$ cat config.mk
export PLATFORM = sky130hd
export DESIGN_NAME = tdc_result_spi
export DESIGN_NICKNAME = d
export VERILOG_FILES = /design/src/rtl/tdc_result_spi.sv
export SDC_FILE = /design/constraint.sdc
export NUM_CORES = 1
export LEC_CHECK = 0
export ABC_AREA = 1
export BUFFER_PORTS_ARGS = -buffer_cell sky130_fd_sc_hd__buf_2
export CORE_ASPECT_RATIO = 1.25
export CORE_MARGIN = 1
export CORE_UTILIZATION = 30
export DETAILED_ROUTE_END_ITERATION = 10
export PLACE_DENSITY = 0.56
export RECOVER_POWER = 50
export SLEW_MARGIN = 20
export SYNTH_ARGS = -nofsm -noshare
export SYNTH_HDL_FRONTEND = slang
export SYNTH_SLANG_ARGS = --single-unit
export TNS_END_PERCENT = 30
$ cat constraint.sdc
create_clock -name clk -period 1.55 [get_ports clk]
set_input_delay 0.0775 -clock clk [delete_from_list [all_inputs] [get_ports clk]]
set_output_delay 0.0775 -clock clk [all_outputs]
set_load 0.02 [all_outputs]
$ cat src/rtl/tdc_result_spi.sv
// TDC result SPI slave: captures {fine, coarse} on the falling edge of the TDC
// busy flag, tags it with a rolling sequence number and status flags, and
// presents it as a 48-bit mode-0 SPI frame clocked by an asynchronous master.
// A capture that lands while a frame is being shifted is parked in a pending
// register and promoted to the holding register when chip select rises.
module tdc_result_spi #(
    parameter int FRAME_W = 48
) (
    input  logic        clk,
    input  logic        rst,
    input  logic        tdc_busy,
    input  logic [31:0] coarse_result,
    input  logic [8:0]  fine_result,
    input  logic        spi_sclk,
    input  logic        spi_cs_n,
    output logic        spi_miso,
    output logic        data_ready,
    output logic        overrun
);

    // Stored record: seq, fine, coarse (flags are added when the frame is built).
    localparam int REC_W = FRAME_W - 2;
    localparam logic [5:0] FULL_CNT = 6'(FRAME_W);

    typedef enum logic {
        IDLE,
        XFER
    } state_t;

    // Synchronizer stages: _p0/_p1 resolve metastability, _p2 is edge history.
    logic busy_p0, busy_p1, busy_p2;
    logic sclk_p0, sclk_p1, sclk_p2;
    logic cs_p0,   cs_p1,   cs_p2;

    logic busy_fall, sclk_rise, sclk_fall, cs_fall, cs_rise;

    state_t             state, state_n;
    logic [4:0]         seq, seq_n;
    logic [REC_W-1:0]   hold, hold_n;
    logic [REC_W-1:0]   pend, pend_n;
    logic               pend_valid, pend_valid_n;
    logic               data_ready_n, overrun_n;
    logic [FRAME_W-1:0] shreg, shreg_n;
    logic [5:0]         bit_cnt, bit_cnt_n;
    logic               miso_n;
    logic [REC_W-1:0]   cap_rec;
    logic               cap_to_pend;
    logic               xfer_end;

    // Bring the three asynchronous pins into the clk domain.
    always_ff @(posedge clk) begin
        if (rst) begin
            busy_p0 <= 1'b0;
            busy_p1 <= 1'b0;
            busy_p2 <= 1'b0;
            sclk_p0 <= 1'b0;
            sclk_p1 <= 1'b0;
            sclk_p2 <= 1'b0;
            cs_p0   <= 1'b1;
            cs_p1   <= 1'b1;
            cs_p2   <= 1'b1;
        end else begin
            busy_p0 <= tdc_busy;
            busy_p1 <= busy_p0;
            busy_p2 <= busy_p1;
            sclk_p0 <= spi_sclk;
            sclk_p1 <= sclk_p0;
            sclk_p2 <= sclk_p1;
            cs_p0   <= spi_cs_n;
            cs_p1   <= cs_p0;
            cs_p2   <= cs_p1;
        end
    end

    assign busy_fall = busy_p2 & ~busy_p1;
    assign sclk_rise = ~sclk_p2 & sclk_p1;
    assign sclk_fall = sclk_p2 & ~sclk_p1;
    assign cs_fall   = cs_p2 & ~cs_p1;
    assign cs_rise   = ~cs_p2 & cs_p1;

    // The record carries the post-increment sequence number.
    assign cap_rec = {seq + 5'd1, fine_result, coarse_result};

    // Next-state logic; flag updates are ordered completion clear, then
    // pending promotion, then new capture, so same-cycle events compose.
    always_comb begin
        state_n      = state;
        seq_n        = seq;
        hold_n       = hold;
        pend_n       = pend;
        pend_valid_n = pend_valid;
        data_ready_n = data_ready;
        overrun_n    = overrun;
        shreg_n      = shreg;
        bit_cnt_n    = bit_cnt;
        xfer_end     = (state == XFER) && cs_rise;
        cap_to_pend  = ((state == XFER) && !cs_rise) || ((state == IDLE) && cs_fall);

        if (xfer_end && (bit_cnt == FULL_CNT)) begin
            data_ready_n = 1'b0;
            overrun_n    = 1'b0;
        end

        if (xfer_end && pend_valid) begin
            hold_n = pend;
            if (data_ready_n) begin
                overrun_n = 1'b1;
            end
            data_ready_n = 1'b1;
            pend_valid_n = 1'b0;
        end

        if (busy_fall) begin
            seq_n = seq + 5'd1;
            if (cap_to_pend) begin
                if (pend_valid_n) begin
                    overrun_n = 1'b1;
                end
                pend_n       = cap_rec;
                pend_valid_n = 1'b1;
            end else begin
                if (data_ready_n) begin
                    overrun_n = 1'b1;
                end
                hold_n       = cap_rec;
                data_ready_n = 1'b1;
            end
        end

        case (state)
            IDLE: begin
                if (cs_fall) begin
                    state_n   = XFER;
                    shreg_n   = {data_ready, overrun, hold};
                    bit_cnt_n = 6'd0;
                end
            end
            XFER: begin
                if (cs_rise) begin
                    state_n = IDLE;
                    shreg_n = '0;
                end else begin
                    if (sclk_rise && (bit_cnt < FULL_CNT)) begin
                        bit_cnt_n = bit_cnt + 6'd1;
                    end
                    if (sclk_fall) begin
                        shreg_n = {shreg[FRAME_W-2:0], 1'b0};
                    end
                end
            end
            default: state_n = IDLE;
        endcase

        miso_n = (state_n == XFER) ? shreg_n[FRAME_W-1] : 1'b0;
    end

    // Register FSM state, datapath and outputs.
    always_ff @(posedge clk) begin
        if (rst) begin
            state      <= IDLE;
            seq        <= 5'd0;
            hold       <= '0;
            pend       <= '0;
            pend_valid <= 1'b0;
            data_ready <= 1'b0;
            overrun    <= 1'b0;
            shreg      <= '0;
            bit_cnt    <= 6'd0;
            spi_miso   <= 1'b0;
        end else begin
            state      <= state_n;
            seq        <= seq_n;
            hold       <= hold_n;
            pend       <= pend_n;
            pend_valid <= pend_valid_n;
            data_ready <= data_ready_n;
            overrun    <= overrun_n;
            shreg      <= shreg_n;
            bit_cnt    <= bit_cnt_n;
            spi_miso   <= miso_n;
        end
    end

endmodule
# Word level (Yosys, flattened, before mapping)
# Cells that the tools add are included.
dict set report word_totals {
  input_bits 46
  wordCells 80
  ff_bits 165
  out_inout_bits 3
}
dict set report op_classes {
  n_bitwise 12
  reduce_logical 12
  n_eq_ne 5
  mux 28
  add_sub_neg 2
  n_lt_le_gt_ge 1
}
# op count
set op_table {}
lappend op_table {{$mux 48} 3}
lappend op_table {{$mux 46} 3}
lappend op_table {{$pmux 48 s2} 1}
lappend op_table {{$mux 6} 3}
lappend op_table {{$mux 1} 16}
lappend op_table {{$pmux 6 s2} 1}
lappend op_table {{$not 1->1} 7}
lappend op_table {{$add 6x1->6 const B} 1}
lappend op_table {{$eq 6x6->1 const B} 1}
lappend op_table {{$logic_and 1x1->1} 6}
lappend op_table {{$lt 6x6->1 const B} 1}
lappend op_table {{$add 5x1->5 const B} 1}
lappend op_table {{$and 1x1->1} 5}
lappend op_table {{$ne 2x2->1 const B} 2}
lappend op_table {{$reduce_and 2->1} 2}
lappend op_table {{$ne 3x3->1 const B} 1}
lappend op_table {{$reduce_and 3->1} 1}
lappend op_table {{$ne 2x1->1 const B} 1}
lappend op_table {{$pmux 1 s2} 1}
lappend op_table {{$reduce_or 2->1} 1}
lappend op_table {{$logic_not 1->1} 1}
lappend op_table {{$logic_or 1x1->1} 1}

# Logic depth before layout (Yosys ltp)
# Gate-level depths: netlist (run 1).
dict set report logic_depth {
  depth_word 10
  depth_mapped 10
  depth_no_buf 10
}

# Worst setup path after synthesis (run 1)
# No wires, ideal clock.
dict set report synth_path {
  kind {flip-flop to flip-flop}
  startpoint {register state}
  endpoint {register hold[10]}
  required_time_ps 1427
  path_stages_with_launch 11
  path_slack_ps 272
  arrival_ps 1155
  n_path_buf 3
  cell_sequence {dfxtp_1 -> buf_4 -> inv_4 -> nor2_4 -> nand2_2 -> inv_2 -> buf_6 -> buf_6 -> nand2_1 -> o21ai_2 -> a21oi_2}
}
dict set report synth_via {
  elab_chain_len 5
  elab_cells_between_ends 9
  cone_classes {mux: 3; bitwise: 1; reduce/logical: 5}
}
# item line_no
set synth_lines {}
lappend synth_lines {{start: declaration} 37} ;# state_t state, state_n;
lappend synth_lines {{start signal: assignment} 171} ;# state <= state_n;
lappend synth_lines {{$logic_and 1x1->1 or $not 1->1 (tied branches)} --}
lappend synth_lines {{$logic_and 1x1->1, on equally long branches} {104, 97}}
lappend synth_lines {{$mux 46 or $logic_or 1x1->1 (tied branches)} {104, 97}}
lappend synth_lines {{$mux 46} 115} ;# if (cap_to_pend) begin
lappend synth_lines {{$mux 46 (*)} 113} ;# if (busy_fall) begin
lappend synth_lines {{end signal: assignment} 173} ;# hold <= hold_n;
lappend synth_lines {{end: declaration} 39} ;# logic [REC_W-1:0] hold, hold_n;
# Mark *: on every way between the ends. The rest lies on a longest branch, timed or not.
# A chain may end at the register's enable or synchronous reset.

# Final worst setup path (run 1)
dict set report layout_path {
  startpoint {register cs_p1}
  endpoint {register hold[14]}
}
dict set report layout_via {
  elab_chain_len 6
  elab_cells_between_ends 12
  cone_classes {mux: 3; bitwise: 3; reduce/logical: 6}
}
# item line_no
set layout_lines {}
lappend layout_lines {{start: declaration} 33} ;# logic cs_p0, cs_p1, cs_p2;
lappend layout_lines {{start signal: assignment} 70} ;# cs_p1 <= cs_p0;
lappend layout_lines {{$and 1x1->1 or $not 1->1 (tied branches)} {79, 78}}
lappend layout_lines {{$logic_and 1x1->1 (tied with other cells)} 96} ;# xfer_end = (state == XFER) && cs_rise;
lappend layout_lines {{$logic_and 1x1->1, on equally long branches} {104, 97}}
lappend layout_lines {{$mux 46 or $logic_or 1x1->1 (tied branches)} {104, 97}}
lappend layout_lines {{$mux 46} 115}
lappend layout_lines {{$mux 46 (*)} 113}
# Marked as above.

==> impl_metrics.yaml, run 1 <==
clock_tree:
  clk_pin_slew_ns: 0.06
  htreeDepth: 4
  cts_tree: "done"
  root_buffer: "clkbuf_16"
  clk_latency_ns: 0.43
  clock_path_buffers: 2
  cts.sinks: 165
  cts_made_buffers: 17
  cts_setup_buffers: 0
timing:
  tightest_slew_ns: 0.322
  fin_tns_setup_ns: 0
  timing.final.crit_share_pct: 91.2
  setup_viol: 0
  finClkSkew_ns: 0.0107
  period_minus_slack_ns: 1.41
  timing.fmax_ghz: 0.707
  maxSlewViolCount: 0
  slew_headroom_pct: 78.6
  hold_slack_ns: 0.0319
  hold_viol: 0
  rsz0062_at_grt: "no"
finish:
  final_cell_mix: "216 x nand2_1, 165 x dfxtp_1, 99 x o21ai_0, 68 x inv_1, 66 x a21oi_1"
  antennaDiodeCount: 0
  drive_gt1_share_pct: 18.5
  nets: 997
  final_common_cell: "nand2_1"
  fin_util_pct: 38.1
  fillers: 2293
  areaGrowthSynthToFinish_pct: 23.8
floorplanning:
  fp.coreArea_um2: 22400
  start_util_pct: 30.8
  die_x_um: 138
  die_h_um: 171
  ios: 49
  rows: 61
  die-area_um2: 23600
placement:
  hpwl_mm: 9.56
  io_buffers: 48
  gp_congestion: 0.738
route:
  drc: 0
  drt_wl_total_mm: 15.0
  vias: 5673
  ant_nets: 0
  routed_via_density: 4.56
  wire_per_inst_um: 12.1
  drtIter0Drc: 338
  drt_first_pass_iters: 4
worst_hold_path:
  hold_path_class: "input port to flip-flop"
worst_setup_path:
  cp-endpoint: "hold[14]"
  crit_arrival_ns: 1.73
  crit_path_end_kind: "flip-flop"
  cp-start-kind: "flip-flop"
  rr_startpoint: "cs_p1"
  critPathMaxFanout: 28
  rr_worst_depth: 8
  crit_type: "flip-flop to flip-flop"
  crit_path_start: "cs_p1"
  ff2ff_setup_slack_ns: 0.14
  cp.required_ns: 1.87
  r2r-end: "hold[14]"
synthesis:
  yosysWarnings: 0
  synth_cells: 873
  ys_ff_latch: 165
  synth_edf_count: 0
  ys_types: 32
  synth_area_per_cell_um2: 7.89
  yosysSeqAreaShare_pct: 48.0
  mappedNetlistArea_um2: 6890
  synthArstFlopShare_pct: 0
  synthFlopType: "dfxtp_1"
  syn-num-nets: 922
grt:
  grt_usage_pct: 13.6
  grt_pass1_vias: 5320
  antenna_found_initial: 0
  grt_overflow_total: 0
  grt_first_pass_wirelength_mm: 25.4
  grt_max_degree: 68
power:
  power.leakage_uw: 0.00298
  irDropWorstVdd_v: 0.000551
  powerDensity_nw_per_um2: 1110
job:
  drv_cap: 0
run_status:
  status: "finished clean"
critical path, stage by stage (launching register included):
cell	delay (ns)
dfxtp_1	0.38
inv_2	0.05
nand2_2	0.12
nand2_2	0.07
nand2_2	0.08
nand2_4	0.11
buf_12	0.20
o21ai_0	0.23
a21oi_2	0.04
power by group:
group	internal (µW)	total [µW]	switching, µW
Clock	2780	4490	1700
Sequential	4320	4370	46.2
Combinational	273	599	325
per-stage QoR:
step	setup WS [ns]	cells	total power [µW]	area [µm²]
floorplan	0.272	873	4780	6890
global placement	0.156	1168	4980	7470
detailed placement	0.132	1168	4980	7470
CTS	0.109	1243	9590	8540
global route	0.00294	1243	9850	8520
finish	0.136	1243	9450	8520
registers in the layout, indices dropped and copies added (netlist names), 5 cells and up:
| register | count |
|---|---|
| pend | 46 |
| bit_cnt | 6 |
| hold | 46 |
| shreg | 48 |
| seq | 5 |
repair_timing:
action,in CTS,in global routing
resized for setup,0,1
endpoints found under the hold margin,84,0
hold buffers,44,0
endpoints found under the setup margin,0,1
per-layer routing:
layer	wire, µm	global-route usage [%]	vias up
met3	301	2.89	17
met4	239	5.59	0
li1	-	-	3020
met2	7290	23.2	47
met1	7180	16.5	2589
met5	0	0	-
Yosys cell counts (15+ instances only):
master    number  share of area, %
nand2_1      216                12
dfxtp_1      165                48
o21ai_0       98               7.1
inv_1         67               3.7
a21oi_1       66               4.8
a31oi_1       48               4.4
nor2_1        32               1.7
a21oi_2       30               3.8
o21ai_2       30               3.8
clkbuf_1      22               1.2
buf_4         16               1.7
o21ai_1       15               1.1
worst min path at each step:
stage	to	cells after the start	slack [ns]	start
floorplan	state	1	0.17	rst
global placement	cs_p0	2	0.27	spi_cs_n
detailed placement	cs_p0	2	0.28	spi_cs_n
CTS	pend[42]	4	0.02	rst
global route	pend[44]	4	0.05	rst
finish	pend[42]	4	0.03	rst
cell type report:
type | instances | area (µm²) | area share (%)
Multi-Input combinational cell | 572 | 2930 | 34.4
Clock inverter | 11 | 173 | 2.03
Clock buffer | 20 | 457 | 5.36
Sequential cell | 165 | 3300 | 38.8
Timing Repair Buffer | 118 | 1020 | 12.0
Tap cell | 283 | 354 | 4.16
Inverter | 74 | 280 | 3.29
kinds of logic after synthesis:
group,after synthesis,synth area share [%]
compound gates,290,25.3
simple gates,274,15.8
flops,165,48.0
buf+inv,136,9.72
xor+xnor,5,0.636
fa+ha+maj,3,0.545
Power figures use the tool's default switching activity.
==> inputs of run 2 (changes only) <==
PLACE_DENSITY = 0.58   (was 0.56)
clock period = 1.2 ns   (was 1.55 ns; I/O delays follow)
==> run 2 against run 1 <==
Compared with the run above: the flow now finishes with violations (negative setup slack); first-iteration DRC count decreased by 28%; fmax increased by 5.7%; sequential power increased by 29%; clock power increased by 22%; flip-flop and latch count unchanged; clock-buffer cell count decreased by 2; critical endpoint is now shreg[25].
==> impl_metrics.yaml, run 2 (synthesized netlist as in run 1, its figures left out) <==
finish:
  drive_gt1_share_pct: 28.3
  reg_top3: "shreg: 48 flops, hold: 46 flops, pend: 46 flops"
  stdcell_area_um2: 9380
  final_cell_mix: "183 x nand2_1, 161 x dfxtp_1, 82 x o21ai_1, 66 x inv_1, 65 x a21oi_1"
  top_register: "shreg"
  antennaDiodeCount: 0
  nets: 1045
  areaGrowthSynthToFinish_pct: 36.3
  largest_reg_flops: 48
  final_common_cell: "nand2_1"
  fillers: 2193
worst_setup_path:
  rr_worst_depth: 7
  crit_type: "flip-flop to flip-flop"
  cp.required_ns: 1.55
  worst-path-buf-inv: 3
  crit_arrival_ns: 1.69
  crit_family: "buffers and inverters"
  cp_slowest_stage_delay_ns: 0.37
  critPathMaxFanout: 30
  worstPathCellList: "inv_4, nand2_4, buf_6, nor2_4, buf_12, nand2_1, a31oi_1"
  cp-start-kind: "flip-flop"
  crit_path_end_kind: "flip-flop"
  critPathSlowestCell: "dfxtp_4"
  path_depth: 7
clock_tree:
  cts_tree: "done"
  cts.sinks: 165
  clk_pin_slew_ns: 0.06
  clock_path_buffers: 2
  clk_latency_ns: 0.43
  cts_made_buffers: 17
  htreeDepth: 4
  root_buffer: "clkbuf_16"
placement:
  gp_congestion: 0.733
  io_buffers: 48
  place_area_um2: 7700
  hpwl_mm: 10.1
  preCtsSetupSlack_ns: -0.146
route:
  routed_via_density: 4.70
  ant_nets: 0
  drt_wl_total_mm: 17.8
  drt_first_pass_iters: 4
  drtIter0Drc: 244
  wire_per_inst_um: 13.8
  drc: 0
  vias: 6076
timing:
  hold_viol: 0
  setup_viol: 148
  period_minus_slack_ns: 1.34
  tightest_slew_ns: 0.408
  timing.fmax_ghz: 0.747
  timing.final.crit_share_pct: 112
  finClkSkew_ns: 0.0103
  setup_ws_ns: -0.138
  rsz0062_at_grt: "yes"
  slew_headroom_pct: 72.8
  maxSlewViolCount: 0
grt:
  grt_max_degree: 45
  grt_first_pass_wirelength_mm: 26.8
  grt_usage_pct: 14.4
  grt_pass1_vias: 5620
  antenna_found_initial: 0
  grt_overflow_total: 0
floorplanning:
  die_h_um: 171
  fp.coreArea_um2: 22400
  die-area_um2: 23600
  die_x_um: 138
  rows: 61
  start_util_pct: 30.8
  ios: 49
power:
  powerDensity_nw_per_um2: 1280
  irDropWorstVdd_v: 0.000844
  power.leakage_uw: 0.00339
run_status:
  violations: "negative setup slack"
  status: "complete, but fails checks"
worst_hold_path:
  hold_path_class: "input port to flip-flop"
  holdPathStages: 3
job:
  drv_cap: 0
[run 2: stage by stage]
| step | hold slack [ns] | TNS, ns | util, % | power [µW] | cells |
|---|---|---|---|---|---|
| after floorplan | 0.144 | -1.76 | - | 6180 | 873 |
| final | 0.0256 | -12.13 | 42.0 | 12100 | 1292 |
| after CTS | 0.0192 | -11.88 | 40.1 | 12100 | 1279 |
| after global routing | 0.0297 | -24.10 | 42.0 | 12500 | 1292 |
| after global placement | 0.243 | -11.85 | 34.5 | 6490 | 1194 |
| after detailed placement | 0.247 | -13.03 | 34.5 | 6500 | 1194 |
[run 2: tightest hold or removal path, cell delays in order]
cell	delay, ns
buf_2	0.12
buf_4	0.17
nor2_1	0.06
[run 2: worst paths after layout]
check	startpoint	end	slack [ns]
min reg2reg	sclk_p0	sclk_p1	0.41
min	rst	busy_p0	0.03
max reg2reg	cs_p1	shreg[25]	-0.14
max	cs_p1	shreg[25]	-0.14
[run 2: timing repair]
action,4_1_cts,5_1_grt
hold endpoints to repair,85,0
pin swaps,23,14
hold buffers,44,0
setup buffers,6,1
setup endpoints to repair,148,152
cloned,3,13
resized for setup,44,90
[run 2: power by group]
part	switching, µW	internal, µW	total, µW	leakage [µW]
Combinational	481	453	934	0.00177
Sequential	65.3	5580	5640	0.00133
Clock	2340	3140	5480	0.000284
Total	2880	9170	12100	0.00339
[run 2: area by class of cell]
type | count | area, µm² | share of cell area, %
inverter | 74 | 303 | 3.23
multi-input combinational | 572 | 3150 | 33.5
sequential | 165 | 3310 | 35.3
clock inverter | 14 | 150 | 1.60
timing repair buffer | 165 | 1670 | 17.8
tap | 283 | 354 | 3.77
clock buffer | 18 | 439 | 4.68
timing repair inverter | 1 | 8.76 | 0.0933
[run 2: metal layers]
| layer | share of wire (%) | global-route usage [%] |
|---|---|---|
| met5 | 0 | 0 |
| met3 | 1.9 | 2.27 |
| met4 | 2.7 | 6.78 |
| met1 | 45 | 17.3 |
| met2 | 50 | 24.7 |
